## src/rtl/mem_copy_pkg.sv

```systemverilog
// Shared types and constants for the memory block-copy initiator.
// Provides the FSM state encoding, the word stride and the system memory map.
package mem_copy_pkg;

  typedef enum logic [1:0] {
    IDLE  = 2'd0,
    READ  = 2'd1,
    WRITE = 2'd2,
    DONE  = 2'd3
  } state_e;

  localparam int unsigned WORD_BYTES = 4;

  localparam logic [31:0] ROM_BASE = 32'h0040_0000;
  localparam logic [31:0] RAM_BASE = 32'h1001_0000;

endpackage

```

## src/rtl/mem_copy_initiator.sv

```systemverilog
// Word-at-a-time memory copier: READ then WRITE per word, done_o 2N+1 cycles after start; start ignored while busy.
// MEM_COPY_CHECKSUM_EN adds checksum_o, the modular sum of every word written.
module mem_copy_initiator #(
  parameter int unsigned DATA_WIDTH = 32,
  parameter int unsigned ADDR_WIDTH = 32,
  parameter int unsigned LEN_WIDTH  = 16
) (
  input  logic                  clk_i,
  input  logic                  reset_i,
  input  logic                  start_i,
  input  logic [ADDR_WIDTH-1:0] src_addr_i,
  input  logic [ADDR_WIDTH-1:0] dst_addr_i,
  input  logic [LEN_WIDTH-1:0]  len_i,
  input  logic [DATA_WIDTH-1:0] Read_Data_i,
  output logic [ADDR_WIDTH-1:0] Address_o,
  output logic [DATA_WIDTH-1:0] write_data_o,
  output logic                  write_enable_o,
  output logic                  busy_o,
  output logic                  done_o,
`ifdef MEM_COPY_CHECKSUM_EN
  output logic [DATA_WIDTH-1:0] checksum_o,
`endif
  output logic [LEN_WIDTH-1:0]  words_copied_o
);
  import mem_copy_pkg::*;

  localparam logic [ADDR_WIDTH-1:0] STEP       = ADDR_WIDTH'(WORD_BYTES);
  localparam logic [ADDR_WIDTH-1:0] ALIGN_MASK = ~ADDR_WIDTH'(WORD_BYTES - 1);

  state_e                state_q, state_d;
  logic [ADDR_WIDTH-1:0] src_q, src_d;
  logic [ADDR_WIDTH-1:0] dst_q, dst_d;
  logic [LEN_WIDTH-1:0]  rem_q, rem_d;
  logic [LEN_WIDTH-1:0]  cnt_q, cnt_d;
  logic [DATA_WIDTH-1:0] data_q, data_d;
`ifdef MEM_COPY_CHECKSUM_EN
  logic [DATA_WIDTH-1:0] sum_q, sum_d;
`endif

  always_comb begin
    state_d        = state_q;
    src_d          = src_q;
    dst_d          = dst_q;
    rem_d          = rem_q;
    cnt_d          = cnt_q;
    data_d         = data_q;
`ifdef MEM_COPY_CHECKSUM_EN
    sum_d          = sum_q;
`endif
    Address_o      = '0;
    write_enable_o = 1'b0;
    busy_o         = 1'b0;
    done_o         = 1'b0;

    case (state_q)
      IDLE: begin
        if (start_i) begin
          src_d   = src_addr_i & ALIGN_MASK;
          dst_d   = dst_addr_i & ALIGN_MASK;
          rem_d   = len_i;
          cnt_d   = '0;
`ifdef MEM_COPY_CHECKSUM_EN
          sum_d   = '0;
`endif
          state_d = (len_i == '0) ? DONE : READ;
        end
      end
      READ: begin
        busy_o    = 1'b1;
        Address_o = src_q;
        data_d    = Read_Data_i;
        src_d     = src_q + STEP;
        state_d   = WRITE;
      end
      WRITE: begin
        busy_o         = 1'b1;
        Address_o      = dst_q;
        write_enable_o = 1'b1;
        dst_d          = dst_q + STEP;
        cnt_d          = cnt_q + LEN_WIDTH'(1);
        rem_d          = rem_q - LEN_WIDTH'(1);
`ifdef MEM_COPY_CHECKSUM_EN
        sum_d          = sum_q + data_q;
`endif
        // rem_q is the count before this write, so 1 means this was the last word
        state_d        = (rem_q == LEN_WIDTH'(1)) ? DONE : READ;
      end
      DONE: begin
        done_o  = 1'b1;
        state_d = IDLE;
      end
      default: state_d = IDLE;
    endcase
  end

  always_ff @(posedge clk_i) begin
    if (reset_i) begin
      state_q <= IDLE;
      src_q   <= '0;
      dst_q   <= '0;
      rem_q   <= '0;
      cnt_q   <= '0;
      data_q  <= '0;
`ifdef MEM_COPY_CHECKSUM_EN
      sum_q   <= '0;
`endif
    end else begin
      state_q <= state_d;
      src_q   <= src_d;
      dst_q   <= dst_d;
      rem_q   <= rem_d;
      cnt_q   <= cnt_d;
      data_q  <= data_d;
`ifdef MEM_COPY_CHECKSUM_EN
      sum_q   <= sum_d;
`endif
    end
  end

  // The read latch doubles as the write-data register, so it holds between writes
  assign write_data_o   = data_q;
  assign words_copied_o = cnt_q;
`ifdef MEM_COPY_CHECKSUM_EN
  assign checksum_o     = sum_q;
`endif

endmodule

```

## config.mk

```make
export PLATFORM = sky130hd
export DESIGN_NAME = mem_copy_initiator
export DESIGN_NICKNAME = d
export VERILOG_FILES = /design/src/rtl/mem_copy_pkg.sv /design/src/rtl/mem_copy_initiator.sv
export SDC_FILE = /design/constraint.sdc
export NUM_CORES = 1
export LEC_CHECK = 0
export BUFFER_PORTS_ARGS = -buffer_cell sky130_fd_sc_hd__buf_2
export CORE_UTILIZATION = 53
export DETAILED_ROUTE_END_ITERATION = 12
export PLACE_DENSITY = 0.84
export RECOVER_POWER = 100
export SKIP_LAST_GASP = 1
export SYNTH_ARGS = -nofsm -noshare
export SYNTH_HDL_FRONTEND = slang
export SYNTH_SLANG_ARGS = --single-unit
```

## constraint.sdc

```tcl
create_clock -name clk_i -period 6.35 [get_ports clk_i]
set_input_delay 1.27 -clock clk_i [delete_from_list [all_inputs] [get_ports clk_i]]
set_output_delay 1.27 -clock clk_i [all_outputs]
set_load 0.05 [all_outputs]
```

==> metrics.cfg <==
[run_status]
violations = capacitance limit, slew limit
status = finished, violations left

[route]
first_pass_iters = 5
viasPerCell = 6.28
drc_errors = 0
drt-total-wl_mm = 22.3
routedWlPerCell_um = 17.5
vias = 8033
drt_iter0_markers = 1019
antenna_left = 0

[timing]
max_clock_freq_ghz = 0.205
setup_viol = 0
rsz0062_at_grt = no
slew_headroom_pct = -31.2
setup_tns_ns = 0
worstMarginPinSlew_ns = 1.97
clock_skew_ns = 0.00883
period_needed_ns = 4.87
finalCritPeriodShare_pct = 76.6
hold_violations = 0
drv_slew = 177

[setup_path]
r2r_slack_ns = 1.72
setup.worst_path.start_class = flop
crit_fanout = 52
arrival_ns = 3.60
r2r.worst_path.cells = 6
r2r-start = state_q[0]
r2r_end = dst_q[24]
critPathCaptureType = primary output
path_class = reg -> out
crit_required_ns = 5.08

[min_path]
min_path_type = reg -> reg
hold_end = write_data_o[28]
min_path_cells = 2
min_from = write_data_o[28]

[cts]
numClockSinks = 126
cts_htree_levels = 4
clk_path_buf_depth = 2
cts_resized = 0
clk_pin_slew_ns = 0.06
numCtsBuffers = 17
clock_latency_ns = 0.43
root_buffer = clkbuf_16
cts_setup_buffers = 0
cts-hold-fix-buffers = 0
cts_tree = done

[yosys]
muxShareOfSynthArea_pct = 7.10
async_flop_share_pct = 0
synthesis.area_um2 = 7400
synth_area_per_cell_um2 = 7.82
synth_top_family_by_area = simple AND/OR/NAND/NOR gates
synthMostInstantiatedCell = dfxtp_1
synth_top_area_share_pct = 34.1
ys_seq_area_share_pct = 34.1
synth_seq_cells = 126
synth-compound-area-share_pct = 23.9
synth_largest_area_cell = dfxtp_1
synthSimpleGateAreaFrac_pct = 26.3
synthTopCellsByArea = dfxtp_1 (34%), mux2i_1 (6.5%), nor2_1 (5.1%)
yosys_warnings = 0
yosysUniqueCellTypes = 66
synthTopCellsByCount = dfxtp_1 (126), nor2_1 (101), a21oi_1 (61), clkbuf_1 (61), nand2_1 (57)
synth_ff_type = dfxtp_1
synth-adder-area-share_pct = 1.52
synth-edff-count = 0
syn_inst = 947
yosys.area_share.xor_xnor_pct = 1.66

[power]
pwr-share-comb_pct = 31.6
power.density_nw_per_um2 = 340
irDropWorstVdd_v = 0.000216
power_frac_seq_pct = 35.8
clock_power_share_pct = 32.6
internal-power_uw = 1790
p_switching_uw = 1210
p_leak_uw = 0.00318
sw_frac_of_total_pct = 40.2

[floorplanning]
boundaryPins = 198
die_width_um = 120
start_util_pct = 55.0
core_area_um2 = 13500
die-area_um2 = 14400
num_rows = 42
die_h_um = 120

[finish]
area_growth_pct = 19.3
fin_util_pct = 65.6
layout.nets = 1214
final_cell_count_no_fill = 1279
drive_above_1_share_pct = 14.8
antenna_cells = 0
design_area_um2 = 8830
fill_cells = 1272

[placement]
portBuffers = 191
gp_congestion = 0.903
dp_hpwl_mm = 15.1
placed_area_um2 = 8350
dp.cells = 1247

[global_routing]
grt_usage_pct = 30.7
grt_first_pass_wirelength_mm = 35.3
grt_max_degree = 82
overflow = 0
grt_pass1_vias = 7137
antenna_found_initial = 0

[run]
maxCapViolations = 4

routing by layer:
metal	global-route usage, %	part of all wire (%)
met1	40.4	42
met2	49.3	47
met3	6.75	8.1
met4	11.2	2.1
met5	0	0
critical path: stages (launching register included):
cell	delay [ns]
dfxtp_1	0.36
inv_1	0.10
ha_1	1.49
nand2_1	0.30
a21boi_0	0.39
clkbuf_1	0.52
stage by stage:
step,hold WS [ns],total power [uW],setup WS (ns)
after floorplan,0.454,1780,2.16
after global placement,0.468,2000,2.65
after detailed placement,0.481,2020,2.63
after CTS,0.494,2990,2.16
after global routing,0.521,3140,1.30
final,0.492,3000,1.48
state kept, by name (all words and copies together), names as in the netlist:
name,cells
write_data_o,32
dst_q,30
src_q,30
rem_q,16
words_copied_o,16
state_q,2
worst max-delay path by stage:
stage / start / endpoint / slack, ns
after floorplan: state_q[0] / Address_o[10] / 2.16
after global placement: state_q[0] / Address_o[13] / 2.65
after detailed placement: state_q[0] / Address_o[13] / 2.63
after CTS: state_q[1] / Address_o[13] / 2.16
after global routing: state_q[0] / Address_o[27] / 1.30
final: state_q[0] / Address_o[27] / 1.48
power by group through the flow:
stage                     registers [uW]  clock network (uW)  logic, uW
final                               1080                 978        947
after global routing                1090                1030       1030
after CTS                           1060                 982        947
after detailed placement            1080                   0        939
after global placement              1080                   0        921
after floorplan                     1120                   0        653
area by class of cell:
| class | count | area [um^2] | area share [%] |
|---|---|---|---|
| clock inverter | 15 | 160 | 1.81 |
| inverter | 27 | 101 | 1.15 |
| clock buffer | 17 | 425 | 4.82 |
| timing repair buffer | 198 | 898 | 10.2 |
| multi-input combinational | 720 | 4500 | 51.0 |
| tap | 176 | 220 | 2.49 |
| sequential | 126 | 2520 | 28.6 |
placed cells by master, fill, tap and decap left out, types with 6 or more instances in the layout:
cell | synthesis | routed
nor4_1 | 16 | 16
a21o_1 | 6 | 6
nor3_1 | 26 | 26
o21ai_0 | 52 | 52
clkbuf_16 | 0 | 17
a211oi_1 | 23 | 23
nor2_1 | 101 | 101
nand3b_1 | 6 | 6
a311oi_1 | 15 | 15
mux2i_1 | 48 | 47
dfxtp_1 | 126 | 126
o22ai_1 | 23 | 23
nand2_1 | 57 | 57
inv_1 | 25 | 25
buf_2 | 1 | 109
clkbuf_1 | 61 | 84
or3_1 | 7 | 7
xor2_1 | 11 | 11
and4_1 | 9 | 9
a31oi_1 | 13 | 13
nand4_1 | 27 | 27
inv_6 | 0 | 7
and3_1 | 13 | 13
a22oi_1 | 32 | 32
a21oi_1 | 61 | 61
nand3_1 | 35 | 35
nor2b_1 | 43 | 43
o221ai_1 | 6 | 6
ha_1 | 9 | 8
kinds of logic after synthesis:
logic type               count (synthesis)
AND/OR/NAND/NOR                        372
AO/OA/AOI/OAI                          271
other                                    1
multiplexers                            52
XOR/XNOR                                14
adder cells (fa/ha/maj)                  9
flip-flops                             126
buffers and inverters                  102
(Power assumes the default switching activity.)
